## src/rtl/d_phy_multi_lane_receiver.sv

```systemverilog
// HS-only D-PHY receiver: per-lane DDR capture and 0xB8 sync hunt at either bit phase,
// followed by per-lane deskew FIFOs that release one aligned word per byte period.
module d_phy_multi_lane_receiver #(
    parameter int LANES        = 4,
    parameter int DESKEW_DEPTH = 4,
    parameter int SKEW_WINDOW  = 8
) (
    input  logic                       clock_p,
    input  logic                       reset,
    input  logic [LANES-1:0]           data_p,
    input  logic [$clog2(LANES+1)-1:0] active_lanes,
    output logic [8*LANES-1:0]         data,
    output logic                       enable,
    output logic [LANES-1:0]           lane_synced,
    output logic                       sync_error
);
    localparam int         AW   = $clog2(LANES + 1);
    localparam int         PW   = $clog2(DESKEW_DEPTH);
    localparam int         TW   = $clog2(SKEW_WINDOW) + 1;
    localparam logic [7:0] SYNC = 8'hB8;

    typedef enum logic [1:0] {S_IDLE, S_WAIT, S_RUN, S_ERROR} state_t;

    logic [AW-1:0]    lanes_used;
    logic [LANES-1:0] active_mask;

    always_comb begin
        lanes_used = active_lanes;
        if (active_lanes == '0)
            lanes_used = AW'(1);
        else if (active_lanes > AW'(LANES))
            lanes_used = AW'(LANES);
        for (int i = 0; i < LANES; i++)
            active_mask[i] = (i < int'(lanes_used));
    end

    // Stage p0: DDR capture, one bit per edge per lane
    logic [LANES-1:0] lo_p0;
    logic [LANES-1:0] hi_p0;
    logic [8:0]       sr_p1 [LANES];

    always_ff @(negedge clock_p) begin
        lo_p0 <= data_p;
    end

    // Stage p1: two bits per posedge enter at the top, so the window is LSB-first
    always_ff @(posedge clock_p) begin
        hi_p0 <= data_p;
        for (int i = 0; i < LANES; i++)
            sr_p1[i] <= {lo_p0[i], hi_p0[i], sr_p1[i][8:2]};
    end

    logic [LANES-1:0] detect;
    logic [LANES-1:0] strobe;
    logic [LANES-1:0] odd_phase;
    logic [1:0]       cnt [LANES];
    logic [7:0]       lane_byte [LANES];

    always_comb begin
        for (int i = 0; i < LANES; i++) begin
            detect[i]    = active_mask[i] && !lane_synced[i] &&
                           ((sr_p1[i][8:1] == SYNC) || (sr_p1[i][7:0] == SYNC));
            strobe[i]    = lane_synced[i] && (cnt[i] == 2'd0);
            lane_byte[i] = odd_phase[i] ? sr_p1[i][7:0] : sr_p1[i][8:1];
        end
    end

    // EVEN wins a tie, so ODD is latched only when the upper window missed
    always_ff @(posedge clock_p) begin
        if (reset) begin
            lane_synced <= '0;
            odd_phase   <= '0;
            for (int i = 0; i < LANES; i++)
                cnt[i] <= 2'd0;
        end else begin
            for (int i = 0; i < LANES; i++) begin
                if (detect[i]) begin
                    lane_synced[i] <= 1'b1;
                    odd_phase[i]   <= (sr_p1[i][8:1] != SYNC);
                    cnt[i]         <= 2'd3;
                end else if (lane_synced[i]) begin
                    cnt[i] <= cnt[i] - 2'd1;
                end
            end
        end
    end

    state_t           state;
    state_t           state_nx;
    logic [TW-1:0]    timer;
    logic             all_ready;
    logic             any_detect;
    logic             wr_en;
    logic             pop;
    logic             overflow;
    logic [LANES-1:0] wr;
    logic [LANES-1:0] wr_ok;
    logic [LANES-1:0] empty;
    logic [LANES-1:0] full;
    logic [PW:0]      wptr [LANES];
    logic [PW:0]      rptr [LANES];
    logic [7:0]       mem  [LANES][DESKEW_DEPTH];

    assign all_ready  = ((lane_synced | detect) & active_mask) == active_mask;
    assign any_detect = |detect;

    always_comb begin
        for (int i = 0; i < LANES; i++) begin
            empty[i] = (wptr[i] == rptr[i]);
            full[i]  = (wptr[i][PW] != rptr[i][PW]) && (wptr[i][PW-1:0] == rptr[i][PW-1:0]);
        end
    end

    always_ff @(posedge clock_p) begin
        if (reset) begin
            state      <= S_IDLE;
            timer      <= '0;
            sync_error <= 1'b0;
        end else begin
            state      <= state_nx;
            timer      <= (state == S_WAIT) ? timer + TW'(1) : '0;
            sync_error <= (state_nx == S_ERROR);
        end
    end

    always_comb begin
        state_nx = state;
        case (state)
            S_IDLE: begin
                if (all_ready)
                    state_nx = S_RUN;
                else if (any_detect)
                    state_nx = S_WAIT;
            end
            S_WAIT: begin
                if (overflow)
                    state_nx = S_ERROR;
                else if (all_ready)
                    state_nx = S_RUN;
                else if (timer == TW'(SKEW_WINDOW - 1))
                    state_nx = S_ERROR;
            end
            S_RUN: begin
                if (overflow)
                    state_nx = S_ERROR;
            end
            default: state_nx = state;
        endcase
    end

    // A simultaneous pop frees a slot, so a full FIFO only overflows without one
    always_comb begin
        wr_en    = (state == S_WAIT) || (state == S_RUN);
        pop      = (state == S_RUN) && ((~empty & active_mask) == active_mask);
        wr       = strobe & active_mask & {LANES{wr_en}};
        overflow = (|(wr & full)) && !pop;
        wr_ok    = wr & (~full | {LANES{pop}});
    end

    // Stage p2: deskew FIFOs
    always_ff @(posedge clock_p) begin
        if (reset) begin
            for (int i = 0; i < LANES; i++) begin
                wptr[i] <= '0;
                rptr[i] <= '0;
            end
        end else begin
            for (int i = 0; i < LANES; i++) begin
                if (wr_ok[i])
                    wptr[i] <= wptr[i] + (PW+1)'(1);
                if (pop && active_mask[i])
                    rptr[i] <= rptr[i] + (PW+1)'(1);
            end
        end
    end

    always_ff @(posedge clock_p) begin
        for (int i = 0; i < LANES; i++)
            if (wr_ok[i])
                mem[i][wptr[i][PW-1:0]] <= lane_byte[i];
    end

    logic [8*LANES-1:0] word;

    always_comb begin
        word = '0;
        for (int i = 0; i < LANES; i++)
            if (active_mask[i])
                word[8*i +: 8] = mem[i][rptr[i][PW-1:0]];
    end

    // Stage p3: registered aligned word
    always_ff @(posedge clock_p) begin
        if (reset) begin
            enable <= 1'b0;
            data   <= '0;
        end else begin
            enable <= pop;
            if (pop)
                data <= word;
        end
    end

endmodule

```

## config.mk

```make
export PLATFORM = sky130hd
export DESIGN_NAME = d_phy_multi_lane_receiver
export DESIGN_NICKNAME = d
export VERILOG_FILES = /design/src/rtl/d_phy_multi_lane_receiver.sv
export SDC_FILE = /design/constraint.sdc
export NUM_CORES = 1
export LEC_CHECK = 0
export CAP_MARGIN = 10
export CORE_MARGIN = 3
export CORE_UTILIZATION = 56
export DETAILED_ROUTE_END_ITERATION = 10
export GPL_ROUTABILITY_DRIVEN = 0
export GPL_TIMING_DRIVEN = 0
export PLACE_DENSITY = 0.79
export SYNTH_ARGS = -nofsm -noshare
export SYNTH_HDL_FRONTEND = slang
export SYNTH_SLANG_ARGS = --single-unit
```

## constraint.sdc

```tcl
create_clock -name clock_p -period 2.7 [get_ports clock_p]
set_input_delay 0.54 -clock clock_p [delete_from_list [all_inputs] [get_ports clock_p]]
set_output_delay 0.54 -clock clock_p [all_outputs]
set_load 0.05 [all_outputs]
```

==> results of run 1 <==
[cells by family (layout without fill, tap and decap cells)]
kind of cell             after synthesis  after routing
buffers and inverters                 60            156
XOR/XNOR                              22             22
multiplexers                          64             64
AND/OR/NAND/NOR                      129            129
AO/OA/AOI/OAI                         82             82
flip-flops                           252            252
adder cells (fa/ha/maj)               29             29
[sequential cells by signal, indices dropped and copies added, names as in the netlist]
signal	flops
sr_p1	36
lo_p0	4
mem	128
cnt	8
odd_phase	4
rptr	12
lane_synced	4
sync_error	1
hi_p0	4
timer	4
wptr	12
state	2
enable	1
data	32
[report_power, final]
group,internal [W],switching (W)
Combinational,0.000197,0.000291
Clock,0.00235,0.00143
Sequential,0.00417,0.0000574
Total,0.00672,0.00178
[critical path, cell delays in order]
cell	delay (ps)
sky130_fd_sc_hd__clkdlybuf4s50_1	510
sky130_fd_sc_hd__a21o_1	320
sky130_fd_sc_hd__nand4_1	170
sky130_fd_sc_hd__nand4_1	250
sky130_fd_sc_hd__or2_0	290
sky130_fd_sc_hd__buf_2	170
sky130_fd_sc_hd__a21oi_2	270
sky130_fd_sc_hd__and2_4	280
[placed cells by master (no fill, tap or decap), types with 3 or more instances in the layout]
cell type                         netlist  routed
sky130_fd_sc_hd__or2_2                  6       6
sky130_fd_sc_hd__a21oi_1               23      22
sky130_fd_sc_hd__edfxtp_1             160     160
sky130_fd_sc_hd__nand2_1               19      19
sky130_fd_sc_hd__nor2b_1                3       3
sky130_fd_sc_hd__nand2b_1               5       5
sky130_fd_sc_hd__nand4_1                4       4
sky130_fd_sc_hd__and2_1                22      10
sky130_fd_sc_hd__a211oi_1               4       4
sky130_fd_sc_hd__nor2_1                27      26
sky130_fd_sc_hd__nor4_1                 4       4
sky130_fd_sc_hd__and2_4                 0       4
sky130_fd_sc_hd__bufinv_16              0       3
sky130_fd_sc_hd__o22ai_1                3       3
sky130_fd_sc_hd__buf_2                  9       9
sky130_fd_sc_hd__ha_1                  29      29
sky130_fd_sc_hd__nand3_1                6       6
sky130_fd_sc_hd__xnor2_1               19      19
sky130_fd_sc_hd__o21ai_0                6       5
sky130_fd_sc_hd__clkbuf_8               0       5
sky130_fd_sc_hd__nand3b_1               3       3
sky130_fd_sc_hd__and4bb_2              11      11
sky130_fd_sc_hd__mux2_2                32      32
sky130_fd_sc_hd__clkbuf_1              10      12
sky130_fd_sc_hd__and2_2                 0       8
sky130_fd_sc_hd__clkbuf_16              0      27
sky130_fd_sc_hd__a22o_1                24      24
sky130_fd_sc_hd__clkdlybuf4s50_1        0      44
sky130_fd_sc_hd__xor2_1                 3       3
sky130_fd_sc_hd__or3_1                  3       3
sky130_fd_sc_hd__nor2_4                 1       3
sky130_fd_sc_hd__a21o_1                 5       5
sky130_fd_sc_hd__inv_1                 35      39
sky130_fd_sc_hd__dfxtp_1               92      92
sky130_fd_sc_hd__mux4_2                32      32
sky130_fd_sc_hd__buf_4                  5       5
[metrics by stage]
step	instances	util, %	total power [W]
2_1_floorplan	638	-	0.00465
3_3_place_gp	908	61.4	0.00478
3_5_place_dp	908	61.4	0.00480
4_1_cts	959	67.0	0.00856
5_1_grt	959	67.1	0.00880
6_report	959	67.1	0.00851
[worst paths after layout]
check                       start           to  slack [ps]  cells after the start
setup / recovery  active_lanes[1]   mem[3][29]         110                      8
hold / removal           hi_p0[0]  sr_p1[0][7]         330                      0
setup reg to reg      rptr[0][10]   mem[3][29]         190                      8
hold reg to reg          hi_p0[0]  sr_p1[0][7]         330                      0
[layout make-up]
cell class / count / area (um2) / area share (%)
plain buffers: 24 / 121 / 1.04
clock buffers: 35 / 756 / 6.49
clock inverters: 17 / 190 / 1.63
inverters: 35 / 131 / 1.13
multi-input cells: 326 / 3070 / 26.4
flip-flops and latches: 252 / 6650 / 57.1
well taps: 225 / 282 / 2.42
repair buffers: 45 / 449 / 3.86
[what timing repair did]
action,in CTS,in global routing
gates resized for setup,12,12
cloned,0,0
buffers inserted,0,0
setup endpoints to repair,108,100
[Yosys cell counts (2+ instances only)]
master	instances	area, um2
sky130_fd_sc_hd__or3_1	3	18.8
sky130_fd_sc_hd__and3_1	2	12.5
sky130_fd_sc_hd__a21oi_1	23	115
sky130_fd_sc_hd__nand2_1	19	71.3
sky130_fd_sc_hd__or2_2	6	37.5
sky130_fd_sc_hd__nor2_1	27	101
sky130_fd_sc_hd__o211ai_1	2	15.0
sky130_fd_sc_hd__a211oi_1	4	30.0
sky130_fd_sc_hd__nor2_2	2	12.5
sky130_fd_sc_hd__o21ai_0	6	30.0
sky130_fd_sc_hd__o2111ai_1	2	17.5
sky130_fd_sc_hd__a21boi_0	2	15.0
sky130_fd_sc_hd__nor3_1	2	10.0
sky130_fd_sc_hd__clkbuf_1	10	37.5
sky130_fd_sc_hd__nor2b_1	3	18.8
sky130_fd_sc_hd__nand2b_1	5	31.3
sky130_fd_sc_hd__a21o_1	5	37.5
sky130_fd_sc_hd__nand3_1	6	30.0
sky130_fd_sc_hd__xor2_1	3	26.3
sky130_fd_sc_hd__a22o_1	24	210
sky130_fd_sc_hd__nor3b_1	2	15.0
sky130_fd_sc_hd__o22ai_1	3	18.8
sky130_fd_sc_hd__nand3b_1	3	22.5
sky130_fd_sc_hd__nand4_1	4	25.0
sky130_fd_sc_hd__edfxtp_1	160	4800
sky130_fd_sc_hd__nand4bb_1	2	22.5
sky130_fd_sc_hd__inv_1	35	131
sky130_fd_sc_hd__dfxtp_1	92	1840
sky130_fd_sc_hd__buf_2	9	45.0
sky130_fd_sc_hd__and2_1	22	138
sky130_fd_sc_hd__o31ai_1	2	15.0
sky130_fd_sc_hd__xnor2_1	19	166
sky130_fd_sc_hd__nor4_1	4	25.0
sky130_fd_sc_hd__buf_4	5	37.5
sky130_fd_sc_hd__mux4_2	32	721
sky130_fd_sc_hd__and4bb_2	11	138
sky130_fd_sc_hd__mux2_2	32	360
sky130_fd_sc_hd__ha_1	29	363
[per-layer routing]
layer	up-vias	global-route usage (%)
li1	2550	-
met1	2748	24.6
met2	158	34.0
met3	33	3.31
met4	0	6.08
met5	-	0
==> flow_metrics.py, run 1 <==
metrics = {
    "outcome": {
        "status": "completed",
    },
    "synthesis": {
        "xor_and_xnor_fraction_of_the_mapped_netlist_area_pct": 1.94,
        "synth_top_family_by_area": "multiplexers",
        "synth-main-ff-cell": "sky130_fd_sc_hd__edfxtp_1",
        "synthesis.instances": 638,
        "syn-cell-area_um2": 9930,
        "synth_simple_gate_area_share_pct": 7.99,
        "complex_gate_fraction_of_the_synthesized_area_pct": 6.05,
        "synth-edff-count": 160,
        "synth_seq_cells": 252,
        "yosysWarnings": 0,
        "asyncSetResetFlopFracSynth_pct": 0,
        "synth.mux.area_fraction_pct": 10.9,
        "postSynthNetCount": 676,
        "synthAdderAreaFrac_pct": 3.65,
        "ys_types": 54,
        "syn_avg_cell_area_um2": 15.6,
        "sequential_element_share_of_the_synthesized_area_pct": 66.9,
    },
    "layout": {
        "area_growth_pct": 17.3,
        "fillers": 1152,
        "finalInstanceArea_um2": 11600,
        "n_antenna_cell": 0,
        "nNetsFinal": 752,
        "drive_gt1_share_pct": 22.3,
    },
    "clock_tree": {
        "cts_tree": "built",
        "clkLatencyLatePin_ps": 570,
        "cts.sinks": 252,
        "hold_fix_buffers_cts": 0,
        "cts-root-to-sink-buffers": 3,
        "cts.htree.levels": 1,
        "total_cts_buffers": 26,
        "cts_root_buf": "sky130_fd_sc_hd__clkbuf_16",
        "cts.reportedPaths.clkPinSlew_ps": 60,
    },
    "sta": {
        "rsz_0062_raised_after_global_routing": "yes",
        "finalSetupViolCount": 0,
        "final-max-slew-violation-count": 0,
        "clock_skew_ps": 57.5,
        "finalCriticalPeriod_ps": 2590,
        "period_share_pct": 96.0,
        "report.final.hold_viol_count": 0,
        "max_slew.worst_pin.slew_ps": 619,
        "clock.fmax_ghz": 0.386,
        "hold_slack_ps": 327,
        "totalNegativeSetupSlack_ps": 0,
        "final.setup.worst_slack_ps": 109,
        "worst_slew_margin_rel_pct": 58.7,
    },
    "run": {
        "timing.max_cap.violations": 0,
    },
    "die": {
        "start_util_pct": 57.2,
        "dieArea_um2": 19400,
        "die_width_um": 139,
        "i_o_pin_count": 47,
        "chipHeight_um": 139,
        "placeableCoreArea_um2": 17400,
        "placement_rows": 48,
    },
    "route": {
        "routed_wire_per_std_cell_um": 19.2,
        "drt_drc_violations_left": 0,
        "post_drt_via_cell_ratio": 5.72,
        "met2_wirelength_um": 9510,
        "routed-via-count": 5489,
        "routed_wire_length_um": 18400,
        "detailedRoute.firstIterationViolations": 473,
        "met1Wirelength_um": 7550,
        "met3WireLength_um": 984,
        "ant_nets": 0,
        "dr.pass1.iters": 4,
        "highest-signal-layer": "met4",
    },
    "placement": {
        "detailedPlace.worstSlack_ps": -812,
        "io_buffer_count": 45,
        "area_of_placed_instances_um2": 10700,
        "post-dp-hpwl_um": 12800,
    },
    "global_routing": {
        "antenna_found_initial": 0,
        "globalRouteOverflowTotal": 0,
        "globalRouteTotalUtil_pct": 19.3,
        "grt_first_pass_wirelength_um": 30200,
        "number_of_global_route_vias_before_repair": 5851,
        "largest_net_degree_at_the_start_of_global_routing": 15,
    },
    "power": {
        "power_density_nw_per_um2": 730,
        "irDropWorstVdd_mv": 0.481,
        "power_leakage_nw": 4.17,
    },
    "critical_path": {
        "worst_setup_path_end_kind": "flop",
        "critPathMaxFanout": 8,
        "critPathArrivalTime_ps": 2800,
        "worst_setup_path_start_kind": "input pin",
        "worst_ep_required_time_ps": 2910,
        "worst-setup-path-type": "in2reg",
    },
    "min_path": {
        "holdCritPathClass": "reg2reg",
    },
}
No activity file was read; power rests on OpenSTA's default activity.
==> inputs of run 2 (changes only) <==
--- a/config.mk
+++ b/config.mk
@@ -12,6 +12,7 @@
 export GPL_ROUTABILITY_DRIVEN = 0
 export GPL_TIMING_DRIVEN = 0
 export PLACE_DENSITY = 0.79
+export SETUP_SLACK_MARGIN = 0.02
 export SYNTH_ARGS = -nofsm -noshare
 export SYNTH_HDL_FRONTEND = slang
 export SYNTH_SLANG_ARGS = --single-unit
==> constraint.sdc (replaced) <==
create_clock -name clock_p -period 2.7 [get_ports clock_p]
set_input_delay 0.54 -clock clock_p [delete_from_list [all_inputs] [get_ports clock_p]]
set_output_delay 0.54 -clock clock_p [all_outputs]
set_load 0.005 [all_outputs]
==> run 2 against run 1 <==
Net effect: non-clock buffer count did not move; highest routed layer unchanged; total power fell by 0.72%; largest cell class unchanged; clock power barely moved; largest power group unchanged; sequential power barely moved; global-route usage did not move; maximum frequency rose by 0.22%.
==> flow_metrics.py, run 2 (synthesis gave the netlist of run 1 again) <==
metrics = {
    "global_routing": {
        "globalRouteTotalUtil_pct": 19.3,
        "largest_net_degree_at_the_start_of_global_routing": 15,
        "number_of_global_route_vias_before_repair": 5851,
        "antenna_found_initial": 0,
        "grt_first_pass_wirelength_um": 30200,
        "globalRouteOverflowTotal": 0,
    },
    "sta": {
        "clock.fmax_ghz": 0.387,
        "max_slew.worst_pin.slew_ps": 594,
        "hold_slack_ps": 326,
        "clock_skew_ps": 57.3,
        "finalSetupViolCount": 0,
        "report.final.hold_viol_count": 0,
        "final-max-slew-violation-count": 0,
        "rsz_0062_raised_after_global_routing": "yes",
        "totalNegativeSetupSlack_ps": 0,
        "worst_slew_margin_rel_pct": 60.4,
        "period_share_pct": 95.7,
        "finalCriticalPeriod_ps": 2590,
    },
    "route": {
        "drt_drc_violations_left": 0,
        "routed-via-count": 5494,
        "detailedRoute.firstIterationViolations": 452,
        "dr.pass1.iters": 5,
        "routed_wire_per_std_cell_um": 19.2,
        "ant_nets": 0,
        "post_drt_via_cell_ratio": 5.73,
        "routed_wire_length_um": 18500,
    },
    "die": {
        "placeableCoreArea_um2": 17400,
        "i_o_pin_count": 47,
        "die_width_um": 139,
        "chipHeight_um": 139,
        "dieArea_um2": 19400,
        "start_util_pct": 57.2,
        "placement_rows": 48,
    },
    "critical_path": {
        "worst-setup-path-type": "in2reg",
        "worst_setup_path_startpoint": "active_lanes[1]",
        "r2r.worst_path.cells": 8,
        "worst_ep_required_time_ps": 2910,
        "critPathMaxFanout": 8,
        "regToRegStartpoint": "rptr[0][9]",
        "worst_setup_path_start_kind": "input pin",
        "reg2reg_setup_slack_ps": 180,
        "worst_setup_path_end_kind": "flop",
        "critical_register_to_register_path_endpoint": "mem[3][29]",
        "critPathArrivalTime_ps": 2800,
    },
    "power": {
        "irDropWorstVdd_mv": 0.480,
        "power_density_nw_per_um2": 725,
        "power_leakage_nw": 4.17,
    },
    "clock_tree": {
        "total_cts_buffers": 26,
        "cts.sinks": 252,
        "cts_tree": "built",
        "cts.reportedPaths.clkPinSlew_ps": 60,
        "hold_fix_buffers_cts": 0,
        "number_of_setup_buffers_added_after_cts": 0,
        "cts_root_buf": "sky130_fd_sc_hd__clkbuf_16",
        "clkLatencyLatePin_ps": 570,
        "cts-root-to-sink-buffers": 3,
        "cts.htree.levels": 1,
    },
    "layout": {
        "final_cell_mix": "sky130_fd_sc_hd__edfxtp_1 (160), sky130_fd_sc_hd__dfxtp_1 (92), sky130_fd_sc_hd__clkdlybuf4s50_1 (44)",
        "area_growth_pct": 17.3,
        "layout.cells.most_common": "sky130_fd_sc_hd__edfxtp_1",
        "drive_gt1_share_pct": 22.5,
        "largest_register_ff_count": 128,
        "nNetsFinal": 752,
        "n_antenna_cell": 0,
    },
    "min_path": {
        "holdPathEnd": "sr_p1[0][7]",
        "worst_hold_path.num_cells": 0,
        "holdCritPathClass": "reg2reg",
        "hold_crit_start": "hi_p0[0]",
    },
    "placement": {
        "io_buffer_count": 45,
        "post-dp-hpwl_um": 12800,
    },
    "run": {
        "timing.max_cap.violations": 0,
    },
    "outcome": {
        "status": "completed",
    },
}
## run 2: cell count changes in the layout (fill, tap and decap cells not counted)
cell	change
sky130_fd_sc_hd__and2_2	+1
sky130_fd_sc_hd__and2_1	-1
## run 2: final cells by class
class	count	area, um2
tap	225	282
buffer	24	121
multi-input combinational	326	3070
clock inverter	17	190
inverter	35	131
sequential	252	6650
timing repair buffer	45	449
clock buffer	35	756
fill	1153	5710
## run 2: routing by layer
| metal | GRT usage, % | share of wire [%] | wire, um |
|---|---|---|---|
| met1 | 24.6 | 41 | 7640 |
| met2 | 34.0 | 52 | 9530 |
| met3 | 3.31 | 4.8 | 890 |
| met4 | 6.08 | 2.1 | 396 |
| met5 | 0 | 0 | 0 |
## run 2: worst max path at each step
stage	depth (start not counted)	endpoint
after floorplan	7	mem[3][0]
after global placement	8	mem[3][30]
after detailed placement	8	mem[3][30]
after CTS	8	rptr[0][2]
after global routing	8	mem[3][23]
final	8	mem[3][29]
## run 2: timing repair
item | CTS | global route
gates cloned | 0 | 0
resized for setup | 12 | 13
endpoints found under the setup margin | 109 | 106
## run 2: metrics by stage
| stage | cell area, um2 | util [%] | std cells | setup WS (ps) | power (W) |
|---|---|---|---|---|---|
| 2_1_floorplan | 9930 | - | 638 | 440 | 0.00458 |
| 3_3_place_gp | 10700 | 61.4 | 908 | -747 | 0.00471 |
| 3_5_place_dp | 10700 | 61.4 | 908 | -812 | 0.00474 |
| 4_1_cts | 11600 | 67.0 | 959 | 27.9 | 0.00850 |
| 5_1_grt | 11600 | 67.1 | 959 | -26.4 | 0.00873 |
| 6_report | 11600 | 67.1 | 959 | 115 | 0.00844 |
## run 2: power breakdown
group / internal (W) / leakage (nW) / switching [W]
sequential: 0.00417 / 2.24 / 0.0000576
clock: 0.00235 / 0.487 / 0.00144
combinational: 0.000197 / 1.45 / 0.000228
## run 2: worst max-delay path: stages
cell	delay, ps
sky130_fd_sc_hd__clkdlybuf4s50_1	510
sky130_fd_sc_hd__a21o_1	310
sky130_fd_sc_hd__nand4_1	160
sky130_fd_sc_hd__nand4_1	260
sky130_fd_sc_hd__or2_0	290
sky130_fd_sc_hd__buf_2	170
sky130_fd_sc_hd__a21oi_2	270
sky130_fd_sc_hd__and2_4	280
==> inputs of run 3 (changes only) <==
--- a/config.mk
+++ b/config.mk
@@ -5,12 +5,13 @@
 export SDC_FILE = /design/constraint.sdc
 export NUM_CORES = 1
 export LEC_CHECK = 0
-export CAP_MARGIN = 10
+export ABC_CLOCK_PERIOD_IN_PS = 2700
 export CORE_MARGIN = 3
 export CORE_UTILIZATION = 56
 export DETAILED_ROUTE_END_ITERATION = 10
 export GPL_ROUTABILITY_DRIVEN = 0
 export GPL_TIMING_DRIVEN = 0
+export MAX_ROUTING_LAYER = met4
 export PLACE_DENSITY = 0.79
 export SETUP_SLACK_MARGIN = 0.02
 export SYNTH_ARGS = -nofsm -noshare
==> run 3 against run 2 <==
Net effect: sequential share of layout area stayed put; highest routed layer unchanged; clock skew hardly changed; global-route usage is 0.58 points higher; largest power group unchanged; hold slack hardly changed.
==> flow_metrics.py, run 3 (synthesis gave the netlist of run 1 again) <==
metrics = {
    "layout": {
        "nNetsFinal": 752,
        "drive_gt1_share_pct": 22.5,
        "final_cell_mix": "sky130_fd_sc_hd__edfxtp_1 (160), sky130_fd_sc_hd__dfxtp_1 (92), sky130_fd_sc_hd__clkdlybuf4s50_1 (44)",
        "layout.cells.most_common": "sky130_fd_sc_hd__edfxtp_1",
        "largest_register_ff_count": 128,
        "finalNonFillerCells": 959,
        "area_growth_pct": 17.3,
        "fin_util_pct": 67.1,
        "n_antenna_cell": 0,
    },
    "sta": {
        "final-max-slew-violation-count": 0,
        "worst_slew_margin_rel_pct": 57.7,
        "max_slew.worst_pin.slew_ps": 635,
        "report.final.hold_viol_count": 0,
        "finalCriticalPeriod_ps": 2630,
        "clock.fmax_ghz": 0.380,
        "rsz_0062_raised_after_global_routing": "yes",
        "clock_skew_ps": 57.1,
        "finalSetupViolCount": 0,
        "period_share_pct": 97.4,
    },
    "critical_path": {
        "critPathMaxFanout": 8,
        "critPathArrivalTime_ps": 2840,
        "worst_ep_required_time_ps": 2920,
        "worst_setup_path_end_kind": "flop",
        "worst_setup_path_start_kind": "input pin",
        "reg2reg_setup_slack_ps": 170,
        "r2r.worst_path.cells": 8,
        "critical_register_to_register_path_endpoint": "mem[3][29]",
        "worst-setup-path-type": "in2reg",
        "regToRegStartpoint": "rptr[0][10]",
    },
    "power": {
        "clock_share_of_power_pct": 44.9,
        "finalPower_w": 0.00845,
        "cell_internal_pwr_w": 0.00672,
        "power_switching_w": 0.00173,
        "irDropWorstVdd_mv": 0.482,
        "power_leakage_nw": 4.17,
        "sequential_power_share_pct": 50.1,
        "power_density_nw_per_um2": 725,
        "p_sw_share_pct": 20.4,
        "p_comb_share_pct": 5.0,
    },
    "route": {
        "post_drt_via_cell_ratio": 5.72,
        "detailedRoute.firstIterationViolations": 438,
        "routed-via-count": 5481,
        "routed_wire_per_std_cell_um": 19.3,
        "routed_wire_length_um": 18500,
        "drt_drc_violations_left": 0,
        "dr.pass1.iters": 5,
        "ant_nets": 0,
    },
    "die": {
        "dieArea_um2": 19400,
        "chipHeight_um": 139,
        "i_o_pin_count": 47,
        "placeableCoreArea_um2": 17400,
        "placement_rows": 48,
        "start_util_pct": 57.2,
        "die_width_um": 139,
    },
    "placement": {
        "io_buffer_count": 45,
        "post-dp-hpwl_um": 12800,
        "placed_cells_incl_taps": 908,
    },
    "min_path": {
        "holdPathEnd": "sr_p1[0][7]",
        "worst_hold_path.num_cells": 0,
        "holdCritPathClass": "reg2reg",
        "hold_crit_start": "hi_p0[0]",
    },
    "clock_tree": {
        "cts_root_buf": "sky130_fd_sc_hd__clkbuf_16",
        "cts_tree": "built",
        "number_of_setup_buffers_added_after_cts": 0,
        "cts-root-to-sink-buffers": 3,
        "cts.reportedPaths.clkPinSlew_ps": 60,
        "cts.htree.levels": 1,
        "cts.sinks": 252,
        "total_cts_buffers": 26,
        "clkLatencyLatePin_ps": 570,
        "hold_fix_buffers_cts": 0,
    },
    "outcome": {
        "status": "completed",
    },
    "global_routing": {
        "globalRouteTotalUtil_pct": 19.9,
        "grt_first_pass_wirelength_um": 30200,
        "antenna_found_initial": 0,
        "globalRouteOverflowTotal": 0,
        "number_of_global_route_vias_before_repair": 5852,
        "largest_net_degree_at_the_start_of_global_routing": 15,
    },
    "run": {
        "timing.max_cap.violations": 0,
    },
}
## run 3: power groups by stage
stage	Combinational, W	Sequential, W	Clock, W
after detailed placement	0.000416	0.00431	0.0000115
after CTS	0.000421	0.00423	0.00385
after global placement	0.000400	0.00430	0.0000115
after global routing	0.000464	0.00424	0.00403
final	0.000426	0.00423	0.00380
after floorplan	0.000279	0.00429	0.0000115
## run 3: final cells by class
cell class / count / area (um2)
plain buffers: 24 / 121
repair buffers: 45 / 449
inverters: 35 / 131
clock buffers: 35 / 756
clock inverters: 17 / 190
fillers: 1153 / 5710
flip-flops and latches: 252 / 6650
well taps: 225 / 282
multi-input cells: 326 / 3070
## run 3: worst max path at each step
stage	cells past startpoint	endpoint	start	slack (ps)
2_1_floorplan	7	mem[3][0]	active_lanes[0]	440
3_3_place_gp	8	mem[3][30]	active_lanes[2]	-750
3_5_place_dp	8	mem[3][30]	active_lanes[2]	-810
4_1_cts	8	rptr[0][2]	rptr[0][3]	30
5_1_grt	8	mem[3][23]	active_lanes[1]	-30
6_report	8	mem[3][29]	active_lanes[1]	70
## run 3: stage by stage
stage,setup TNS (ps),hold WS [ps],setup WS [ps],instance area (um2)
after floorplan,0,310,440,9930
after global placement,-102720,311,-747,10700
after detailed placement,-110510,312,-812,10700
after CTS,0,326,27.9,11600
after global routing,-1110,342,-26.5,11600
final,0,327,71.5,11600
## run 3: routing by layer
layer | track usage [%] | part of all wire [%] | wire (um) | vias up
met5 | - | 0 | 0 | -
met4 | 6.08 | 2.3 | 422 | 0
met3 | 3.21 | 4.4 | 809 | 39
met2 | 34.2 | 52 | 9600 | 151
met1 | 24.5 | 41 | 7650 | 2734
li1 | - | - | - | 2557
## run 3: repair_timing
action | in CTS | in global routing
endpoints found under the setup margin | 109 | 106
gates resized for setup | 12 | 13
pin swaps | 0 | 0
## run 3: critical path: stages
cell and delay [ps]:
sky130_fd_sc_hd__clkdlybuf4s50_1 520, sky130_fd_sc_hd__a21o_1 320, sky130_fd_sc_hd__nand4_1 170, sky130_fd_sc_hd__nand4_1 270, sky130_fd_sc_hd__or2_0 300, sky130_fd_sc_hd__buf_2 170
sky130_fd_sc_hd__a21oi_2 270, sky130_fd_sc_hd__and2_4 280
